$ cat config.mk
export PLATFORM = sky130hd
export DESIGN_NAME = cacheline_adapter
export DESIGN_NICKNAME = d
export VERILOG_FILES = /design/src/rtl/cacheline_adapter.sv
export SDC_FILE = /design/constraint.sdc
export NUM_CORES = 1
export LEC_CHECK = 0
export ABC_AREA = 1
export ABC_CLOCK_PERIOD_IN_PS = 72000
export CAP_MARGIN = 20
export CORE_AREA = 3 3 293 295
export DETAILED_ROUTE_END_ITERATION = 8
export DIE_AREA = 0 0 296 298
export SLEW_MARGIN = 20
export SYNTH_ARGS = -nofsm -noshare
export SYNTH_HDL_FRONTEND = slang
export SYNTH_SLANG_ARGS = --single-unit
$ cat constraint.sdc
create_clock -name clk -period 72 [get_ports clk]
set_clock_uncertainty 0.05 [all_clocks]
set_input_delay 10.8 -clock clk [delete_from_list [all_inputs] [get_ports clk]]
set_output_delay 10.8 -clock clk [all_outputs]
set_load 0.1 [all_outputs]
$ cat src/rtl/cacheline_adapter.sv
// Bridges 256-bit cache line requests to a 64-bit, 4-beat burst memory port.
// Reads collect matching beats into a line; writes stream the latched line out.
module cacheline_adapter (
    input  logic         clk,
    input  logic         rst,
    input  logic [31:0]  dfp_addr,
    input  logic         dfp_read,
    input  logic         dfp_write,
    input  logic [255:0] dfp_wdata,
    output logic [255:0] dfp_rdata,
    output logic         dfp_resp,
    output logic [31:0]  bmem_addr,
    output logic         bmem_read,
    output logic         bmem_write,
    output logic [63:0]  bmem_wdata,
    input  logic         bmem_ready,
    input  logic [31:0]  bmem_raddr,
    input  logic [63:0]  bmem_rdata,
    input  logic         bmem_rvalid
);

    typedef enum logic [2:0] {
        IDLE,
        RD_REQ,
        RD_WAIT,
        WR_BURST,
        RESP
    } state_t;

    state_t        state_q, state_d;
    logic [26:0]   line_q, line_d;
    logic [1:0]    beat_q, beat_d;
    logic [255:0]  wline_q, wline_d;
    logic [191:0]  rbuf_q, rbuf_d;
    logic [255:0]  rdata_q, rdata_d;
    logic          beat_hit;
    logic [63:0]   wbeat [4];

    for (genvar gi = 0; gi < 4; gi++) begin : g_wbeat
        assign wbeat[gi] = wline_q[64*gi +: 64];
    end

    // Only beats for the line we asked for count; anything else is dropped.
    assign beat_hit  = bmem_rvalid && (bmem_raddr[31:5] == line_q);
    assign dfp_rdata = rdata_q;

    always_ff @(posedge clk or posedge rst) begin
        if (rst) begin
            state_q <= IDLE;
            line_q  <= '0;
            beat_q  <= '0;
            wline_q <= '0;
            rbuf_q  <= '0;
            rdata_q <= '0;
        end else begin
            state_q <= state_d;
            line_q  <= line_d;
            beat_q  <= beat_d;
            wline_q <= wline_d;
            rbuf_q  <= rbuf_d;
            rdata_q <= rdata_d;
        end
    end

    always_comb begin
        state_d    = state_q;
        line_d     = line_q;
        beat_d     = beat_q;
        wline_d    = wline_q;
        rbuf_d     = rbuf_q;
        rdata_d    = rdata_q;
        dfp_resp   = 1'b0;
        bmem_addr  = 32'd0;
        bmem_read  = 1'b0;
        bmem_write = 1'b0;
        bmem_wdata = 64'd0;

        unique case (state_q)
            IDLE: begin
                if (dfp_write) begin
                    line_d  = dfp_addr[31:5];
                    wline_d = dfp_wdata;
                    beat_d  = 2'd0;
                    state_d = WR_BURST;
                end else if (dfp_read) begin
                    line_d  = dfp_addr[31:5];
                    beat_d  = 2'd0;
                    state_d = RD_REQ;
                end
            end
            RD_REQ: begin
                bmem_read = 1'b1;
                bmem_addr = {line_q, 5'b0};
                if (bmem_ready) begin
                    state_d = RD_WAIT;
                end
            end
            RD_WAIT: begin
                bmem_addr = {line_q, 5'b0};
                if (beat_hit) begin
                    beat_d = beat_q + 2'd1;
                    // Beats 0..2 shift in from the top; beat 3 completes the line.
                    if (beat_q == 2'd3) begin
                        rdata_d = {bmem_rdata, rbuf_q};
                        state_d = RESP;
                    end else begin
                        rbuf_d = {bmem_rdata, rbuf_q[191:64]};
                    end
                end
            end
            WR_BURST: begin
                bmem_addr = {line_q, 5'b0};
                // bmem_ready gates only the first beat; the rest stream unconditionally.
                if (beat_q != 2'd0 || bmem_ready) begin
                    bmem_write = 1'b1;
                    bmem_wdata = wbeat[beat_q];
                    beat_d     = beat_q + 2'd1;
                    if (beat_q == 2'd3) begin
                        state_d = RESP;
                    end
                end
            end
            RESP: begin
                dfp_resp = 1'b1;
                state_d  = IDLE;
            end
            default: begin
                state_d = IDLE;
            end
        endcase
    end

endmodule

==> flow_metrics.py <==
metrics = {
    "run_status": {
        "status": "completed",
    },
    "final_layout": {
        "area_growth_syn_to_layout_pct": 33.8,
        "nets": 4748,
        "final_area_um2": 42000,
        "drive_above_1_share_pct": 4.10,
        "multi_input_area_um2": 11000,
        "fillers": 8029,
        "utilization_pct": 50.3,
        "seqCellArea_um2": 18400,
    },
    "clock_tree": {
        "cts_made_buffers": 82,
        "holdBufCountCts": 0,
        "cts_sinks": 736,
        "clk_pin_slew_ns": 0.06,
        "clock_latency_ns": 0.63,
        "post_cts_buffers": 0,
        "h-tree-depth": 3,
        "tritoncts": "done",
        "cts-root-buf": "clkbuf_16",
        "cts.path.max_buffers": 3,
        "postCtsResizedCells": 0,
    },
    "power_and_ir_drop": {
        "p_int_w": 0.000856,
        "p_sw_w": 0.000518,
        "power_frac_comb_pct": 30.5,
        "p_leak_nw": 21.0,
        "p_clk_share_pct": 31.1,
        "switching_share_pct": 37.7,
        "peakVddDrop_mv": 0.0268,
        "pwr-share-seq_pct": 38.4,
        "powerDensity_nw_per_um2": 32.7,
    },
    "worst_setup_path": {
        "critPathMaxStageDelay_ns": 1.21,
        "r2r_cells": 12,
        "worstReg2RegStart": "line_q[20]",
        "cp-end-kind": "primary output",
        "cp.required_ns": 61.15,
        "crit_slowest_cell": "clkdlybuf4s50_1",
        "crit_arrival_ns": 13.63,
        "start_kind": "primary input",
        "critical_path_class": "in -> out",
        "worstPathCellList": "clkdlybuf4s50_1, nor2_1, nor2_1, clkinv_2, buf_4, a21oi_1, clkdlybuf4s50_1",
        "ff2ff_setup_slack_ns": 66.97,
        "crit_fanout": 64,
        "reg2reg_to": "rbuf_q[97]",
    },
    "global_route": {
        "grt_pass1_wl_um": 155000,
        "grt_pass1_vias": 26000,
        "grt.total_usage_pct": 22.5,
        "overflow": 0,
        "grt_max_degree": 215,
        "antenna_found_initial": 34,
    },
    "hold_path": {
        "min_to": "dfp_rdata[8]",
        "min-delay-start": "dfp_rdata[8]",
        "hp-class": "reg -> reg",
        "hold_depth": 2,
    },
    "synth": {
        "synthTopCellsByArea": "dfrtp_1 59%, nand2_1 19%, nand3_1 7.3%, o21ai_0 3.1%, buf_2 2.6%",
        "yosys.area.top_type": "dfrtp_1",
        "synth_cell_type_count": 28,
        "synthMuxAreaShare_pct": 0,
        "ys_seq_elements": 736,
        "syn_inst": 3774,
        "synth_compound_area_share_pct": 7.25,
        "netlist.area_leader.share_pct": 58.7,
        "synth-xor-area-share_pct": 0.112,
        "synthAdderAreaFrac_pct": 0.0797,
        "synth_top_family_by_area": "simple AND/OR/NAND/NOR gates",
        "synth_warnings": 0,
        "ys_seq_area_share_pct": 58.7,
        "synth.avg_cell_area_um2": 8.31,
        "synth_simple_gate_area_share_pct": 27.6,
        "syn_area_um2": 31400,
    },
    "drt": {
        "firstDrtPassIters": 6,
        "route.detailed.drc": 0,
        "drt_wl_total_um": 101000,
        "routed.top_layer": "met5",
        "vias": 26900,
        "wl_per_cell_um": 18.3,
        "routed_via_density": 4.87,
        "wl_met1_um": 41600,
        "drt-initial-drc-count": 2100,
        "ant_nets": 0,
        "wl_met3_um": 9050,
        "wl_met2_um": 46600,
    },
    "floorplanning": {
        "top_level_ports": 745,
        "core-area_um2": 83400,
        "initial_core_util_pct": 37.6,
        "design.die.area_um2": 88200,
        "die_x_um": 296,
        "rows": 106,
        "die_h_um": 298,
    },
    "placement": {
        "placed_cell_area_um2": 39200,
        "io_buffer_count": 729,
        "dpl.hpwl_um": 67900,
        "gp_congestion": 0.851,
    },
    "timing": {
        "period_needed_ns": 24.48,
        "final-hold-violation-count": 0,
        "setup_violations": 0,
        "finalSetupTns_ns": 0,
        "drv_slew": 0,
        "rsz0062_at_grt": "no",
        "period_share_pct": 34.0,
        "fmax_mhz": 40.8,
        "slew_headroom_pct": 22.6,
        "worstMarginPinSlew_ns": 1.16,
    },
    "flow_run": {
        "maxCapViolations": 0,
    },
}
[critical path, delay by kind of cell]
kind	cells	cell delay [ns]
simple gates	2	0.25
buf+inv	4	2.14
compound gates	1	0.41
[per-layer routing]
layer,global-route usage (%),vias up
met5,0,-
met4,8.69,38
met3,7.80,198
met2,35.3,761
met1,28.5,12700
li1,-,13200
[cells in the final DEF, fill, tap and decap left out, drive strengths merged]
cell	netlist	final
a21boi	1	1
a21oi	155	155
and3	1	1
buf	177	34
bufinv	0	5
clkbuf	87	123
clkdlybuf4s50	0	724
clkinv	0	18
clkinvlp	0	1
conb	1	5
dfrtp	736	736
diode	0	13
ha	2	2
inv	202	203
nand2	1588	1588
nand3	456	456
nand3b	1	1
nand4	3	3
nor2	91	91
nor3	1	1
o211ai	65	65
o21ai	198	198
o22ai	1	1
o31ai	1	1
or2	3	3
xnor2	4	4
[cells in the mapped netlist]
cell,instances
o21ai_0,196
buf_2,163
or2_2,2
and3_1,1
conb_1,1
buf_1,9
nor3_1,1
o21ai_1,2
inv_2,9
nor2_1,89
ha_1,2
nor2_2,1
buf_4,5
a21boi_0,1
o31ai_1,1
nor2_4,1
inv_1,193
xnor2_1,4
nand2_1,1588
clkbuf_1,87
nand4_1,3
or2_1,1
dfrtp_1,736
o22ai_1,1
nand3_1,456
nand3b_1,1
a21oi_1,155
o211ai_1,65
[power groups by stage]
stage | Clock, W | Sequential, W | Combinational [W]
6_report | 0.000427 | 0.000528 | 0.000419
5_1_grt | 0.000456 | 0.000537 | 0.000462
4_1_cts | 0.000439 | 0.000528 | 0.000423
3_5_place_dp | 0 | 0.000534 | 0.000421
3_3_place_gp | 0 | 0.000533 | 0.000418
2_1_floorplan | 0 | 0.000523 | 0.000316
[worst max path at each step]
| stage | start | endpoint | slack [ns] | depth (start not counted) |
|---|---|---|---|---|
| after floorplan | rst | beat_q[0] | 40.50 | 1 |
| after global placement | bmem_ready | bmem_wdata[5] | 47.43 | 7 |
| after detailed placement | bmem_ready | bmem_wdata[5] | 47.46 | 7 |
| after CTS | bmem_ready | bmem_wdata[5] | 47.44 | 7 |
| after global routing | bmem_ready | bmem_wdata[5] | 47.36 | 7 |
| final | bmem_ready | bmem_wdata[5] | 47.52 | 7 |
[area by class of cell]
cell class / count / area share [%]
diodes: 13 / 0.0775
clock buffers: 123 / 5.71
clock inverters: 25 / 0.906
inverters: 202 / 1.84
multi-input cells: 2576 / 26.3
flip-flops and latches: 736 / 43.9
well taps: 1080 / 3.22
repair buffers: 758 / 18.1
[cells by family (layout without fill, tap and decap cells)]
group / after synthesis / in the layout
buf+inv: 466 / 1108
xor+xnor: 4 / 4
simple gates: 2144 / 2144
other cells: 1 / 18
flops: 736 / 736
compound gates: 421 / 421
fa+ha+maj: 2 / 2
[metrics by stage]
step	hold WS, ns	total power (W)	cells	setup slack, ns
floorplan	0.393	0.000839	3778	40.50
global placement	0.402	0.000950	5350	47.43
detailed placement	0.407	0.000955	5351	47.46
CTS	0.422	0.00139	5499	47.44
global route	0.435	0.00146	5509	47.36
finish	0.415	0.00137	5513	47.52
[registers in the layout, indices dropped and copies added (netlist names)]
register	flops
beat_q	2
dfp_rdata	256
line_q	27
rbuf_q	192
state_q	3
wline_q	256
Note: power is estimated with default switching activity, not from simulation.
